`src/rtl/vec_stim_if.sv`:
```
// vec_stim_if: bus between the stimulus player and whoever drives it.
//   Load port   : ld_we / ld_addr / ld_data       (vector RAM writes)
//   Run control : start / stop / mode / rep_cnt / num_vec
//   DUT side    : dut_in (stimulus out), dut_out (response in)
//   Results     : cap_valid / cap_data / cap_idx, signature, pass_cnt, busy, done
// master = controller/testbench side, slave = vec_stim_player.
interface vec_stim_if #(
  parameter int IN_W   = 82,
  parameter int OUT_W  = 64,
  parameter int ADDR_W = 4
);
  logic              ld_we;
  logic [ADDR_W-1:0] ld_addr;
  logic [IN_W-1:0]   ld_data;
  logic              start;
  logic              stop;
  logic [1:0]        mode;
  logic [15:0]       rep_cnt;
  logic [ADDR_W:0]   num_vec;
  logic [IN_W-1:0]   dut_in;
  logic [OUT_W-1:0]  dut_out;
  logic              cap_valid;
  logic [OUT_W-1:0]  cap_data;
  logic [ADDR_W-1:0] cap_idx;
  logic [OUT_W-1:0]  signature;
  logic [15:0]       pass_cnt;
  logic              busy;
  logic              done;

  modport master (
    output ld_we, ld_addr, ld_data, start, stop, mode, rep_cnt, num_vec, dut_out,
    input  dut_in, cap_valid, cap_data, cap_idx, signature, pass_cnt, busy, done
  );

  modport slave (
    input  ld_we, ld_addr, ld_data, start, stop, mode, rep_cnt, num_vec, dut_out,
    output dut_in, cap_valid, cap_data, cap_idx, signature, pass_cnt, busy, done
  );
endinterface

```
`src/rtl/vec_stim_player.sv`:
```
// vec_stim_player: replays vectors from a small RAM onto a combinational DUT,
// holds each for SETTLE cycles, captures the response and folds it into a MISR.
// Ports:
//   clk, rst_n : clock (posedge), asynchronous active-low reset
//   bus        : vec_stim_if.slave (load port, run control, DUT in/out, results)
// Run modes: 00 single pass, 01 rep_cnt passes (0 -> 1), 1x continuous until stop.
// The vector RAM is not reset so a run can be replayed after rst_n without reload.
module vec_stim_player #(
  parameter int          IN_W   = 82,
  parameter int          OUT_W  = 64,
  parameter int          DEPTH  = 16,
  parameter int          ADDR_W = 4,
  parameter int          SETTLE = 1,
  parameter logic [63:0] POLY   = 64'h1B
) (
  input logic      clk,
  input logic      rst_n,
  vec_stim_if.slave bus
);

  localparam logic [OUT_W-1:0] POLY_W = POLY[OUT_W-1:0];
  localparam int               CNT_W  = (SETTLE > 1) ? $clog2(SETTLE) : 1;
  localparam logic [ADDR_W:0]  DEPTH_W = (ADDR_W+1)'(DEPTH);

  typedef enum logic [1:0] {S_IDLE, S_RUN, S_DONE} state_t;

  state_t            state;
  logic              primed;    // first vector of the run has been driven
  logic              stop_req;  // stop seen during the run, honoured at next capture
  logic [CNT_W-1:0]  cnt;       // cycles the current vector has been held
  logic [ADDR_W-1:0] idx;
  logic [ADDR_W:0]   nv_q;
  logic [1:0]        mode_q;
  logic [15:0]       reps_q;

  logic [IN_W-1:0]   mem [DEPTH];

  logic [ADDR_W:0]   nv_clamp;
  logic              last_idx;
  logic [15:0]       pass_nxt;
  logic              run_end;
  logic              cap_now;
  logic [ADDR_W-1:0] idx_nxt;
  logic [OUT_W-1:0]  misr_nxt;

  assign nv_clamp = (bus.num_vec > DEPTH_W) ? DEPTH_W : bus.num_vec;
  assign last_idx = ({1'b0, idx} == (nv_q - 1'b1));
  assign pass_nxt = bus.pass_cnt + 16'd1;
  assign idx_nxt  = last_idx ? '0 : idx + 1'b1;
  assign cap_now  = (state == S_RUN) && primed && (cnt == CNT_W'(SETTLE - 1));
  assign misr_nxt = {bus.signature[OUT_W-2:0], 1'b0}
                  ^ (bus.signature[OUT_W-1] ? POLY_W : '0)
                  ^ bus.dut_out;
  // A stop arriving on the capture edge itself also ends the run there.
  assign run_end  = stop_req | bus.stop
                  | (last_idx & ((mode_q == 2'b00) | ((mode_q == 2'b01) & (pass_nxt == reps_q))));

  // Vector RAM: writes locked out while a run is in progress.
  always_ff @(posedge clk) begin
    if (bus.ld_we && !bus.busy && ({1'b0, bus.ld_addr} < DEPTH_W))
      mem[bus.ld_addr] <= bus.ld_data;
  end

  always_ff @(posedge clk or negedge rst_n) begin
    if (!rst_n) begin
      state         <= S_IDLE;
      primed        <= 1'b0;
      stop_req      <= 1'b0;
      cnt           <= '0;
      idx           <= '0;
      nv_q          <= '0;
      mode_q        <= '0;
      reps_q        <= '0;
      bus.dut_in    <= '0;
      bus.cap_valid <= 1'b0;
      bus.cap_data  <= '0;
      bus.cap_idx   <= '0;
      bus.signature <= '0;
      bus.pass_cnt  <= '0;
      bus.busy      <= 1'b0;
      bus.done      <= 1'b0;
    end else begin
      bus.cap_valid <= 1'b0;
      case (state)
        S_IDLE: begin
          if (bus.start && (bus.num_vec != '0)) begin
            bus.signature <= '0;
            bus.pass_cnt  <= '0;
            bus.done      <= 1'b0;
            bus.busy      <= 1'b1;
            idx           <= '0;
            cnt           <= '0;
            primed        <= 1'b0;
            stop_req      <= 1'b0;
            nv_q          <= nv_clamp;
            mode_q        <= bus.mode;
            reps_q        <= (bus.rep_cnt == 16'd0) ? 16'd1 : bus.rep_cnt;
            state         <= S_RUN;
          end
        end
        S_RUN: begin
          if (bus.stop) stop_req <= 1'b1;
          if (!primed) begin
            bus.dut_in <= mem[idx];
            primed     <= 1'b1;
            cnt        <= '0;
          end else if (cap_now) begin
            bus.cap_data  <= bus.dut_out;
            bus.cap_idx   <= idx;
            bus.cap_valid <= 1'b1;
            bus.signature <= misr_nxt;
            if (last_idx) bus.pass_cnt <= pass_nxt;
            if (run_end) begin
              // dut_in keeps the last vector; nothing new is launched.
              state <= S_DONE;
            end else begin
              idx        <= idx_nxt;
              bus.dut_in <= mem[idx_nxt];
              cnt        <= '0;
            end
          end else begin
            cnt <= cnt + 1'b1;
          end
        end
        S_DONE: begin
          bus.busy <= 1'b0;
          bus.done <= 1'b1;
          state    <= S_IDLE;
        end
        default: state <= S_IDLE;
      endcase
    end
  end

endmodule

```
`src/flat_wrapper.sv`:
```
// flat-port wrapper written by rule: the top's interface ports become plain ports
module vec_stim_player_flat 
#(
  parameter int          IN_W   = 82,
  parameter int          OUT_W  = 64,
  parameter int          DEPTH  = 16,
  parameter int          ADDR_W = 4,
  parameter int          SETTLE = 1,
  parameter logic [63:0] POLY   = 64'h1B
)
  (clk, rst_n, bus_ld_we, bus_ld_addr, bus_ld_data, bus_start, bus_stop, bus_mode, bus_rep_cnt, bus_num_vec, bus_dut_out, bus_dut_in, bus_cap_valid, bus_cap_data, bus_cap_idx, bus_signature, bus_pass_cnt, bus_busy, bus_done);
  vec_stim_if #(.IN_W(IN_W), .OUT_W(OUT_W), .ADDR_W(ADDR_W)) bus_i ();
  input logic clk;
  input logic rst_n;
  input wire logic [$bits(bus_i.ld_we)-1:0] bus_ld_we;
  input wire logic [$bits(bus_i.ld_addr)-1:0] bus_ld_addr;
  input wire logic [$bits(bus_i.ld_data)-1:0] bus_ld_data;
  input wire logic [$bits(bus_i.start)-1:0] bus_start;
  input wire logic [$bits(bus_i.stop)-1:0] bus_stop;
  input wire logic [$bits(bus_i.mode)-1:0] bus_mode;
  input wire logic [$bits(bus_i.rep_cnt)-1:0] bus_rep_cnt;
  input wire logic [$bits(bus_i.num_vec)-1:0] bus_num_vec;
  input wire logic [$bits(bus_i.dut_out)-1:0] bus_dut_out;
  output wire logic [$bits(bus_i.dut_in)-1:0] bus_dut_in;
  output wire logic [$bits(bus_i.cap_valid)-1:0] bus_cap_valid;
  output wire logic [$bits(bus_i.cap_data)-1:0] bus_cap_data;
  output wire logic [$bits(bus_i.cap_idx)-1:0] bus_cap_idx;
  output wire logic [$bits(bus_i.signature)-1:0] bus_signature;
  output wire logic [$bits(bus_i.pass_cnt)-1:0] bus_pass_cnt;
  output wire logic [$bits(bus_i.busy)-1:0] bus_busy;
  output wire logic [$bits(bus_i.done)-1:0] bus_done;
  assign bus_i.ld_we = bus_ld_we;
  assign bus_i.ld_addr = bus_ld_addr;
  assign bus_i.ld_data = bus_ld_data;
  assign bus_i.start = bus_start;
  assign bus_i.stop = bus_stop;
  assign bus_i.mode = bus_mode;
  assign bus_i.rep_cnt = bus_rep_cnt;
  assign bus_i.num_vec = bus_num_vec;
  assign bus_i.dut_out = bus_dut_out;
  assign bus_dut_in = bus_i.dut_in;
  assign bus_cap_valid = bus_i.cap_valid;
  assign bus_cap_data = bus_i.cap_data;
  assign bus_cap_idx = bus_i.cap_idx;
  assign bus_signature = bus_i.signature;
  assign bus_pass_cnt = bus_i.pass_cnt;
  assign bus_busy = bus_i.busy;
  assign bus_done = bus_i.done;
  vec_stim_player #(.IN_W(IN_W), .OUT_W(OUT_W), .DEPTH(DEPTH), .ADDR_W(ADDR_W), .SETTLE(SETTLE), .POLY(POLY)) u_core (.clk(clk), .rst_n(rst_n), .bus(bus_i));
endmodule
```
`config.mk`:
```
export PLATFORM = sky130hd
export DESIGN_NAME = vec_stim_player_flat
export DESIGN_NICKNAME = d
export VERILOG_FILES = /design/src/rtl/vec_stim_if.sv /design/src/rtl/vec_stim_player.sv /design/src/flat_wrapper.sv
export SDC_FILE = /design/constraint.sdc
export NUM_CORES = 2
export LEC_CHECK = 0
export BUFFER_PORTS_ARGS = -buffer_cell sky130_fd_sc_hd__buf_2
export CAP_MARGIN = 40
export CORE_MARGIN = 5
export CORE_UTILIZATION = 55
export CTS_CLUSTER_DIAMETER = 200
export DETAILED_ROUTE_END_ITERATION = 8
export PLACE_DENSITY = 0.75
export SYNTH_ARGS = -nofsm -noshare
export SYNTH_HDL_FRONTEND = slang
export SYNTH_SLANG_ARGS = --single-unit
```
`constraint.sdc`:
```
create_clock -name clk -period 7.6 [get_ports clk]
set_clock_uncertainty 0.05 [all_clocks]
set_input_delay 0 -clock clk [delete_from_list [all_inputs] [get_ports clk]]
set_output_delay 0 -clock clk [all_outputs]
set_load 0.005 [all_outputs]
```
==> results.yml <==
outcome:
  status: "completed"
sta:
  setup_violations: 0
  rsz0062_at_grt: "false"
  fin_tns_setup_ps: 0
  post-route-period-util_pct: 62.80
  timing.final.ws_setup_ps: 2828
  clock.fmax_mhz: 209.5
  drv_slew: 0
  period_needed_ps: 4772
  relSlewSlack_pct: 20.72
  finalHoldViolations: 0
  tightest_slew_ps: 1189
setup_path:
  cpPeakStageDelay_ps: 760
  critPathMaxFanout: 56
  crit_path_end_kind: "flop"
  worstPathCellList: "inv_1, ha_1, xor2_1, or3_1, a311oi_4, buf_4, buf_4, nor2_1, buf_6, a221o_1, o211ai_1, a211oi_1, a221o_1"
  criticalPathCategory: "reg2reg"
  crit_family: "buffers and inverters"
  start_kind: "flop"
  path_buf_inv: 4
  crit_arrival_ps: 5390
  crit_required_ps: 8220
  critPathSlowestCell: "buf_4"
logic_synthesis:
  seq_area_frac_synth_pct: 62.91
  syn-cell-area_um2: 73170
  synth_top_cells_by_area: "edfxtp_1, mux4_2, dfrtp_1, mux2i_1, nand2_1"
  synth_adder_area_share_pct: 0.06498
  synthMuxAreaShare_pct: 21.39
  syn-num-nets: 4653
  synth_top_family_by_area: "multiplexers"
  ys_types: 73
  synth_ff_type: "edfxtp_1"
  synth_xor_xnor_area_share_pct: 1.147
  synth_compound_area_share_pct: 7.235
  synth_area_leader_cell: "edfxtp_1"
  avgSynthCellArea_um2: 16.36
  synth_top_area_share_pct: 53.84
  synthArstFlopShare_pct: 16.80
  yosysWarnings: 0
  syn_inst: 4472
  synth_edf_count: 1312
  ys_seq_elements: 1577
  yosys.area_share.simple_pct: 4.662
global_routing:
  antenna_found_initial: 26
  grt-ovfl-total: 0
  grt_max_degree: 189
  grt_pass1_wl_um: 319500
  gr-usage-all-layers_pct: 30.49
  grt_pass1_vias: 48505
floorplan:
  rows: 133
  die_h_um: 374.7
  die_x_um: 374.7
  start_util_pct: 55.52
  core_um2: 131800
  dieArea_um2: 140400
  num_io_pins: 411
placed_design:
  port_buffers: 410
  dpl_worst_slack_ps: 2897
  gp_congestion: 0.9092
  hpwl_um: 120700
clocking:
  ctsHtreeMaxLevel: 4
  clk_latency_ps: 790
  path_clk_slew_ps: 60
  cts_tree: "yes"
  cts-hold-fix-buffers: 286
  cts_buffer_depth: 3
  cts_buffers: 162
  cts_resized: 0
  cts_root_buf: "clkbuf_16"
  cts_setup_buffers: 0
  clock_sinks: 1577
power_and_ir_drop:
  peakVddDrop_v: 0.0004330
  powerDensity_nw_per_um2: 324.1
  p_leak_uw: 0.02905
flow_run:
  drv_cap: 0
route:
  vias: 47796
  wl_um: 216200
  drtPass1Iterations: 6
  drcViolationCount: 0
  drt_iter0_markers: 6154
  drtAntennaViolNets: 0
  viasPerCell: 6.835
  routedWlPerCell_um: 30.92
hold_path:
  hold_class: "in2reg"
layout:
  fin_nets: 5268
  area_growth_pct: 17.16
  drive_gt1_share_pct: 28.46
[synth_stat cells (all sizes together) (54+ instances only)]
| library cell | count |
|---|---|
| a211oi | 67 |
| a21oi | 147 |
| a22oi | 54 |
| a31oi | 55 |
| buf | 163 |
| clkbuf | 199 |
| dfrtp | 265 |
| edfxtp | 1312 |
| inv | 76 |
| mux2 | 107 |
| mux2i | 149 |
| mux4 | 572 |
| nand2 | 366 |
| nand2b | 69 |
| nor2 | 68 |
| nor3 | 80 |
| o21ai | 178 |
| o31ai | 67 |
| or3 | 61 |
| xnor2 | 80 |
[registers in the layout, summed over array words and instances (netlist names)]
signal and cells:
u_core.bus.busy 1, u_core.bus.cap_data 64, u_core.bus.cap_idx 4, u_core.bus.cap_valid 1
u_core.bus.done 1, u_core.bus.dut_in 82, u_core.bus.pass_cnt 16, u_core.bus.signature 64
u_core.cnt 1, u_core.idx 4, u_core.mem 1312, u_core.mode_q 2
u_core.nv_q 5, u_core.primed 1, u_core.reps_q 16, u_core.state 2
u_core.stop_req 1
[worst paths after layout]
| check | start | end | slack (ps) | cells past startpoint |
|---|---|---|---|---|
| min in group asynchronous | rst_n | u_core.bus.signature[41]$_DFFE_PN0P_ | 450 | 4 |
| hold reg to reg | u_core.bus.cap_data[4]$_DFFE_PN0P_ | u_core.bus.cap_data[4]$_DFFE_PN0P_ | 420 | 2 |
| setup / recovery | u_core.nv_q[0]$_DFFE_PN0P_ | u_core.bus.dut_in[19]$_DFFE_PN0P_ | 2830 | 13 |
| hold / removal | bus_dut_out[57] | u_core.bus.signature[57]$_DFFE_PN0P_ | 50 | 4 |
| setup reg to reg | u_core.nv_q[0]$_DFFE_PN0P_ | u_core.bus.dut_in[19]$_DFFE_PN0P_ | 2830 | 13 |
| max in group asynchronous | rst_n | u_core.idx[1]$_DFFE_PN0P_ | 5990 | 4 |
[cell type report]
class | instances | area (um2)
fillers | 8700 | 46070
flip-flops and latches | 1577 | 46040
multi-input cells | 2457 | 25450
repair buffers | 813 | 6543
clock buffers | 231 | 4588
well taps | 1755 | 2196
clock inverters | 70 | 586.8
inverters | 76 | 287.8
diodes | 14 | 35.03
[layout by cell type, fill, tap and decap left out, types with 28 or more instances in the layout]
master	count
mux2i_1	149
clkbuf_16	166
dlygate4sd3_1	285
buf_2	409
xnor2_1	79
a31oi_1	55
nand2b_1	68
o2bb2ai_1	49
o21ai_0	174
edfxtp_1	1312
o211ai_1	30
or3_1	60
nor2_1	53
nor3_1	75
clkbuf_1	46
dfrtp_1	261
a22oi_1	54
o31ai_1	67
nand2_1	364
o22ai_1	48
clkinv_2	28
mux2_2	84
inv_1	74
a21oi_1	147
a211oi_1	67
buf_4	73
mux4_2	572
[kinds of logic (layout without fill, tap and decap cells)]
family                     Yosys count  in the layout
DFF                               1577           1577
muxes                              828            828
AOI/OAI and AO/OA                  799            799
and+or+nand+nor                    731            731
buffers and inverters              438           1190
xor gates and xnor gates            95             95
adders and majority gates            4              4
other                                0             14
[worst min-delay path: stages]
cell	delay, ps
dlygate4sd3_1	540
buf_2	120
xnor2_1	110
o31ai_1	60
[power breakdown]
part	internal, uW	switching, uW
Combinational	4090	4990
Clock	4420	3310
Sequential	10100	857
Total	18600	9160
[per-stage QoR]
stage | util, % | hold WS [ps] | area (um2) | instances | power (uW)
detailed placement | 58.91 | -2.569 | 77640 | 6392 | 19810
floorplan | - | -345.6 | 73170 | 4472 | 16770
CTS | 65.02 | 3.231 | 85690 | 6979 | 27710
finish | 65.05 | 48.91 | 85730 | 6993 | 27780
global route | 65.02 | 42.89 | 85700 | 6982 | 28940
global placement | 58.25 | -3.996 | 76780 | 6357 | 19510
[metal layers]
layer	vias to the layer above	wire, um	track usage (%)
li1	19426	-	-
met1	24381	76700	39.79
met2	3322	103900	48.80
met3	649	24890	7.700
met4	18	10610	14.00
met5	-	109	0
No activity file was read; power rests on OpenSTA's default activity.
